$ cat config.mk
export PLATFORM = sky130hd
export DESIGN_NAME = rs_issue_arbiter
export DESIGN_NICKNAME = d
export VERILOG_FILES = /design/src/rtl/rs_issue_arbiter.sv
export SDC_FILE = /design/constraint.sdc
export NUM_CORES = 1
export LEC_CHECK = 0
export CORE_AREA = 2 2 126 128
export CTS_BUF_LIST = sky130_fd_sc_hd__clkbuf_16
export DETAILED_ROUTE_END_ITERATION = 10
export DIE_AREA = 0 0 128 130
export DONT_BUFFER_PORTS = 1
export GPL_TIMING_DRIVEN = 0
export HOLD_SLACK_MARGIN = 0.08
export REMOVE_ABC_BUFFERS = 1
export SLEW_MARGIN = 20
export SYNTH_ARGS = -nofsm -noshare
export SYNTH_HDL_FRONTEND = slang
export SYNTH_SLANG_ARGS = --single-unit
$ cat constraint.sdc
create_clock -name clk -period 10.05 [get_ports clk]
set_input_delay 1.005 -clock clk [delete_from_list [all_inputs] [get_ports clk]]
set_output_delay 1.005 -clock clk [all_outputs]
set_load 0.05 [all_outputs]
$ cat src/rtl/rs_issue_arbiter.sv
// Issue stage for several reservation stations sharing one execution unit.
// Picks the oldest request by distance from the head ID, with a starvation override.
module rs_issue_arbiter #(
  parameter int unsigned REQUESTERS   = 3,
  parameter int unsigned RS_ID_WIDTH  = 5,
  parameter int unsigned DATA_WIDTH   = 32,
  parameter int unsigned CTRL_WIDTH   = 40,
  parameter int unsigned STARVE_LIMIT = 8
) (
  input  logic                                   clk,
  input  logic                                   rst,
  input  logic                                   flush,
  input  logic [RS_ID_WIDTH-1:0]                 head_rs_id,
  input  logic [REQUESTERS-1:0]                  req_valid,
  output logic [REQUESTERS-1:0]                  req_ready,
  input  logic [REQUESTERS-1:0][RS_ID_WIDTH-1:0] req_rs_id,
  input  logic [REQUESTERS-1:0][DATA_WIDTH-1:0]  req_op,
  input  logic [REQUESTERS-1:0][CTRL_WIDTH-1:0]  req_control,
  output logic                                   out_valid,
  input  logic                                   out_ready,
  output logic [RS_ID_WIDTH-1:0]                 out_rs_id,
  output logic [DATA_WIDTH-1:0]                  out_op,
  output logic [CTRL_WIDTH-1:0]                  out_control,
  output logic [$clog2(REQUESTERS)-1:0]          out_src
);

  localparam int unsigned SRC_W = $clog2(REQUESTERS);
  localparam int unsigned CNT_W = $clog2(STARVE_LIMIT + 1);

  logic                                   out_valid_q, out_valid_d;
  logic [RS_ID_WIDTH-1:0]                 out_rs_id_q, out_rs_id_d;
  logic [DATA_WIDTH-1:0]                  out_op_q, out_op_d;
  logic [CTRL_WIDTH-1:0]                  out_control_q, out_control_d;
  logic [SRC_W-1:0]                       out_src_q, out_src_d;
  logic [REQUESTERS-1:0][CNT_W-1:0]       cnt_q, cnt_d;

  logic [REQUESTERS-1:0][RS_ID_WIDTH-1:0] age;
  logic                                   starved_any;
  logic [SRC_W-1:0]                       starved_idx;
  logic                                   oldest_any;
  logic [SRC_W-1:0]                       oldest_idx;
  logic [RS_ID_WIDTH-1:0]                 oldest_age;
  logic [SRC_W-1:0]                       grant_idx;
  logic                                   adv;
  logic                                   xfer;

  // Grant selection: starved requester first, otherwise smallest wrap-safe age
  always_comb begin
    starved_any = 1'b0;
    starved_idx = '0;
    oldest_any  = 1'b0;
    oldest_idx  = '0;
    oldest_age  = '0;
    for (int unsigned i = 0; i < REQUESTERS; i++) begin
      age[i] = req_rs_id[i] - head_rs_id;
      if (req_valid[i] && !starved_any && cnt_q[i] == CNT_W'(STARVE_LIMIT)) begin
        starved_any = 1'b1;
        starved_idx = SRC_W'(i);
      end
      // strict less-than keeps the lowest index on equal ages
      if (req_valid[i] && (!oldest_any || age[i] < oldest_age)) begin
        oldest_any = 1'b1;
        oldest_idx = SRC_W'(i);
        oldest_age = age[i];
      end
    end
    grant_idx = starved_any ? starved_idx : oldest_idx;
  end

  assign adv  = ~out_valid_q | out_ready;
  assign xfer = oldest_any & adv & ~flush & ~rst;

  always_comb begin
    req_ready = '0;
    if (xfer) req_ready[grant_idx] = 1'b1;
  end

  // Output register next state
  always_comb begin
    out_valid_d   = out_valid_q;
    out_rs_id_d   = out_rs_id_q;
    out_op_d      = out_op_q;
    out_control_d = out_control_q;
    out_src_d     = out_src_q;
    if (flush) begin
      out_valid_d = 1'b0;
    end else if (adv) begin
      out_valid_d = xfer;
      if (xfer) begin
        out_rs_id_d   = req_rs_id[grant_idx];
        out_op_d      = req_op[grant_idx];
        out_control_d = req_control[grant_idx];
        out_src_d     = grant_idx;
      end
    end
  end

  // Starvation counters: clear on win or idle, saturate while losing
  always_comb begin
    cnt_d = cnt_q;
    for (int unsigned i = 0; i < REQUESTERS; i++) begin
      if (flush || !req_valid[i]) begin
        cnt_d[i] = '0;
      end else if (xfer && grant_idx == SRC_W'(i)) begin
        cnt_d[i] = '0;
      end else if (xfer && cnt_q[i] != CNT_W'(STARVE_LIMIT)) begin
        cnt_d[i] = cnt_q[i] + CNT_W'(1);
      end
    end
  end

  always_ff @(posedge clk or posedge rst) begin
    if (rst) begin
      out_valid_q   <= 1'b0;
      out_rs_id_q   <= '0;
      out_op_q      <= '0;
      out_control_q <= '0;
      out_src_q     <= '0;
      cnt_q         <= '0;
    end else begin
      out_valid_q   <= out_valid_d;
      out_rs_id_q   <= out_rs_id_d;
      out_op_q      <= out_op_d;
      out_control_q <= out_control_d;
      out_src_q     <= out_src_d;
      cnt_q         <= cnt_d;
    end
  end

  assign out_valid   = out_valid_q;
  assign out_rs_id   = out_rs_id_q;
  assign out_op      = out_op_q;
  assign out_control = out_control_q;
  assign out_src     = out_src_q;

endmodule

# ---- Word level (Yosys, flattened, before mapping)
# Index checks and enable logic that the tools add are counted.
# W data, S select, Z words.
dict set report word_totals {
  ram_bits 0
  ff_bits 92
  output_inout_bits 83
  elab_cells 98
  input_bits 243
  mem_bits_ro 0
  latchBits 0
  memories 0
}
dict set report op_classes {
  div_mod_pow 0
  n_bitwise 7
  n_reduce_logical 32
  mux 33
  eq_ne 8
  mul 0
  order_cmp 4
  shifts 0
  add_sub_neg 6
}
# op n
set op_table {}
lappend op_table {{$bmux W40 S2} 1}
lappend op_table {{$bmux W32 S2} 1}
lappend op_table {{$mux W40} 1}
lappend op_table {{$mux W4} 9}
lappend op_table {{$mux W32} 1}
lappend op_table {{$mux W5} 3}
lappend op_table {{$sub A5 B5 Y5} 3}
lappend op_table {{$logic_and A1 B1 Y1} 14}
lappend op_table {{$add A4 B1 Y4 const B} 3}
lappend op_table {{$eq A4 B4 Y1 const B} 3}
lappend op_table {{$ne A4 B4 Y1 const B} 3}
lappend op_table {{$mux W1} 11}
lappend op_table {{$bmux W5 S2} 1}
lappend op_table {{$lt A5 B5 Y1} 2}
lappend op_table {{$reduce_bool A3 Y1} 3}
lappend op_table {{$logic_not A1 Y1} 7}
lappend op_table {{$mux W2} 3}
lappend op_table {{$logic_or A1 B1 Y1} 5}
lappend op_table {{$and A1 B1 Y1} 3}
lappend op_table {{$lt A2 B3 Y1 const B} 1}
lappend op_table {{$mux W3} 1}
lappend op_table {{$not A1 Y1} 3}
lappend op_table {{$reduce_and A3 Y1} 1}
lappend op_table {{$demux W1 S2} 1}
lappend op_table {{6 further kinds} 6}

# ---- Longest topological paths before layout
dict set report depth {
  depth_word 17
  depth_mapped 25
  ltp_nobuf 21
}

# ---- Worst setup path before layout
# OpenSTA, ideal clock, no wires.
dict set report synth_timing {
  path_kind {input-to-output}
  start {input req_rs_id[0] (netlist bit)}
  end {output req_ready[1]}
  setup_slack_ns 3.784
  arrival_ns 5.261
  path_buffers 3
  cell_stages 23
  required_ns 9.045
  cell_sequence {inv_1 -> ha_1 -> inv_1 -> fa_1 -> a21o_1 -> a21oi_1 -> xnor2_1 -> nand2_1 -> ha_1 -> and2_1 -> a221oi_1 -> o21a_1 -> buf_2 -> a21oi_1 -> ha_1 -> a211o_1 -> o211ai_1 -> a31oi_1 -> a211o_1 -> buf_4 -> clkbuf_1 -> nand2_1 -> nor2_1}
}
dict set report synth_via {
  elab_chain_cells 16
  elab_cells_between_ends 24
  classes_between {add/sub (1); order compare (4); mux (10); bitwise (3); reduce/logical (6)}
}
# item line
set synth_rtl {}
lappend synth_rtl {{from (decl)} 16} ;# input logic [REQUESTERS-1:0][RS_ID_WIDTH-1:0] req_rs_id,
lappend synth_rtl {{$sub A5 B5 Y5 *} 55} ;# age[i] = req_rs_id[i] - head_rs_id;
lappend synth_rtl {{$mux W5 *} 61} ;# if (req_valid[i] && (!oldest_any || age[i] < oldest_age)) begin
lappend synth_rtl {{$lt A5 B5 Y1} 61}
lappend synth_rtl {{$logic_or A1 B1 Y1} 61}
lappend synth_rtl {{$logic_and A1 B1 Y1} 61}
lappend synth_rtl {{$mux W5 / $mux W1 (equally long branches)} 61}
lappend synth_rtl {{$lt A5 B5 Y1 / $logic_not A1 Y1 (equally long branches)} 61}
lappend synth_rtl {{$logic_or A1 B1 Y1} 61}
lappend synth_rtl {{$logic_and A1 B1 Y1} 61}
lappend synth_rtl {{$mux W2} 61}
lappend synth_rtl {{$mux W2} 67} ;# grant_idx = starved_any ? starved_idx : oldest_idx;
lappend synth_rtl {{$lt A2 B3 Y1 (implied by the code) / $ge A2 B1 Y1 (equally long branches)} 75} ;# if (xfer) req_ready[grant_idx] = 1'b1;
lappend synth_rtl {{$logic_and A1 B1 Y1 (implied by the code)} 75}
lappend synth_rtl {{$mux W1 (implied by the code)} 75}
lappend synth_rtl {{$demux W1 S2} 75}
lappend synth_rtl {{$mux W3 *} 75}
lappend synth_rtl {{to (decl)} 15} ;# output logic [REQUESTERS-1:0] req_ready,
# Every way passes the cells marked *; elsewhere a longest branch is shown, timed or not.

# ---- Worst setup path after layout
# Same ends and word-level chain as after synthesis.

==> impl_metrics.tcl <==
set metrics [dict create \
    syn-cell-area_um2 5964 \
    worst_setup_path_end_kind "output port" \
    clock_power_share_pct 18.8 \
    tightest_slew_ns 0.8928 \
    synth_most_common_cell "nand3_1" \
    fmax_mhz 141.5 \
    required_ns 9.05 \
    crit_arrival_ns 6.06 \
    p_switching_uw 884.2 \
    fin_ws_ns 2.982 \
    start_util_pct 38.67 \
    coreArea_um2 15420 \
    drive_gt1_share_pct 7.163 \
    cp_num_buf_inv 3 \
    overflow 0 \
    cts_buffer_depth 2 \
    hold_path_class "flip-flop to flip-flop" \
    power_leakage_uw 0.002572 \
    die_y_um 130 \
    max_stage_delay_ns 0.69 \
    root_buffer "clkbuf_16" \
    yosys_register_bits 92 \
    whs_path_depth 2 \
    synth_common_cells "nand3_1 (155), a31oi_1 (154), dfrtp_1 (92), nor2_1 (86), clkbuf_1 (44)" \
    ys.flop_type "dfrtp_1" \
    yosys_warnings 0 \
    seq_area_frac_synth_pct 38.60 \
    fp.dieArea_um2 16640 \
    die_w_um 128 \
    syn_to_final_growth_pct 9.377 \
    clk_pin_slew_worst_paths_ns 0.07 \
    status "completed" \
    synth_cell_types 46 \
    cts_tree "done" \
    pre_cts_ws_ns 2.984 \
    io_buffer_count 0 \
    num_vias 5849 \
    top_layer "met4" \
    ir_worst_vdd_mv 0.1042 \
    combPwrFrac_pct 27.9 \
    synth-edff-count 0 \
    vias_per_cell 6.572 \
    crit_chain "inv_1 > ha_1 > inv_1 > fa_1 > a21o_1 > a21oi_1 > xnor2_1 > nand2_1 > ha_1 > and2_1 > a221oi_1 > o21a_1 > a21oi_1 > ha_1 > a211o_1 > o211ai_1 > a31oi_1 > a211o_4 > buf_12 > nand2_1 > nor2_1" \
    crit_top_cell "ha_1" \
    finalClockSkew_ns 0.006184 \
    r2r.worst_path.cells 9 \
    swShare_pct 52.30 \
    clock_latency_ns 0.34 \
    finalSetupViolCount 0 \
    drc 0 \
    avgRoutedWirePerCell_um 21.59 \
    grt_max_degree 52 \
    ioPinCount 326 \
    antenna_found_initial 0 \
    post-cts-setup-buffer-count 0 \
    htreeDepth 3 \
    drt_iter0_drc 469 \
    worstSetupPathType "primary input to output port" \
    cts_buffers 9 \
    synthTopCellsByArea "dfrtp_1 (39%), a31oi_1 (16%), nand3_1 (13%)" \
    hold_viol 0 \
    drt_wl_total_um 19220 \
    layout.nets 965 \
    cts_hold_buf 0 \
    slowest_stage "nor2_1" \
    grt_usage_pct 21.92 \
    max-cap-violations 0 \
    rsz0062_at_grt "false" \
    synthCells 735 \
    cts_resized 0 \
    p_per_area_nw_per_um2 259.2 \
    cp_max_fo 41 \
    drt_pre_antenna_iters 5 \
    wl_met2_um 9484 \
    cts.sinks 92 \
    grt_pass1_vias 5532 \
    cp.depth 21 \
    dp.cells 874 \
    synth_top_area_cell "dfrtp_1" \
    report.final.slew_viol_count 0 \
    final_area_um2 6524 \
    p_int_uw 806.5 \
    drtAntennaViolNets 0 \
    gp_congestion 0.7896 \
    synth.avg_cell_area_um2 8.115 \
    startpoint_type "primary input" \
    crit_family "compound AO/OA/AOI/OAI gates" \
    yosys.area.top_type_share_pct 38.60 \
    wl_met1_um 7570 \
    synthArstFlopShare_pct 100.0 \
    antennaDiodeCount 0 \
    slew_headroom_pct 40.26 \
    dp_hpwl_um 14730 \
    placed_area_um2 6247 \
    placementRows 46 \
    wl_met3_um 1634 \
    fin_crit_ns 7.068 \
    seqPwrFrac_pct 53.3 \
    instances_no_fill 890 \
    r2r_slack_ns 7.06 \
    grt_first_pass_wirelength_um 29130 \
    period_share_pct 70.32 \
]
sequential cells by signal, indices dropped and copies added (netlist names):
register	cells
cnt_q	12
out_control	40
out_op	32
out_rs_id	5
out_src	2
out_valid	1
final cells by class:
class	instances	area, µm²
multi-input combinational	548	3316
sequential	92	2302
fill	1555	8901
clock inverter	7	51.30
inverter	21	81.33
clock buffer	9	225.2
timing repair buffer	21	307.8
tap	192	240.2
worst register-to-register path, stage by stage (launching register included):
cell	delay, ns
dfrtp_1	0.56
nor2b_1	0.27
nor4_2	0.50
buf_2	0.32
buf_2	0.23
buf_2	0.22
buf_2	0.24
buf_2	0.25
nor2_1	0.08
a31oi_1	0.23
worst paths after layout:
kind                              start              end
setup reg to reg              out_valid  out_control[39]
setup / recovery           req_rs_id[0]     req_ready[1]
min in group asynchronous           rst        out_valid
max in group asynchronous           rst  out_control[34]
hold reg to reg                cnt_q[3]         cnt_q[3]
hold / removal                 cnt_q[3]         cnt_q[3]
cells in the final DEF, fill, tap and decap left out, types with 2 or more instances in the layout:
cell,Yosys,routed
a21oi_1,14,13
a211o_1,4,2
clkinv_4,0,3
inv_1,20,19
mux2i_1,2,2
nand2b_1,5,5
nor3_1,7,7
and2_1,3,3
ha_1,26,26
xnor2_1,10,10
nor2_1,86,85
a22o_1,2,2
nand3_1,155,155
a31oi_1,154,154
a21o_1,10,10
xor2_1,6,6
a211oi_1,2,2
a211o_4,0,2
o21ai_0,2,2
nand4_1,4,4
o22ai_1,2,2
nand2_1,23,23
or3_1,2,2
fa_1,3,3
and3_1,3,3
clkbuf_16,0,9
dfrtp_1,92,92
o211ai_1,4,4
buf_2,17,10
buf_16,0,5
o21a_1,4,3
buf_12,0,6
per-layer routing:
| metal | GRT usage, % | vias to the layer above |
|---|---|---|
| met2 | 36.14 | 380 |
| met5 | 0 | - |
| met4 | 9.244 | 0 |
| met3 | 3.731 | 51 |
| li1 | - | 2638 |
| met1 | 28.71 | 2780 |
cell families after synthesis:
logic type      after synthesis  share of synthesized area, %
compound gates              205                         22.30
flops                        92                         38.60
xor+xnor                     16                         2.349
fa+ha+maj                    29                         6.461
mux                           2                        0.3357
buf+inv                      95                         6.713
simple gates                296                         23.24
through the flow:
step | hold WS, ns | utilization, % | total power (µW) | setup TNS, ns
after floorplan | 0.5193 | - | 1196 | 0
after global placement | 0.5406 | 38.14 | 1323 | -59.30
after detailed placement | 0.5582 | 40.50 | 1376 | 0
after CTS | 0.5685 | 42.29 | 1698 | 0
after global routing | 0.5859 | 42.29 | 1779 | 0
final | 0.5670 | 42.29 | 1691 | 0
power by group through the flow:
stage	clock network [µW]	registers, µW	logic [µW]
3_3_place_gp	0	908	414
2_1_floorplan	0	871	325
3_5_place_dp	0	908	467
6_report	319	901	471
5_1_grt	344	911	525
4_1_cts	329	902	467
Note: power is estimated with default switching activity, not from simulation.
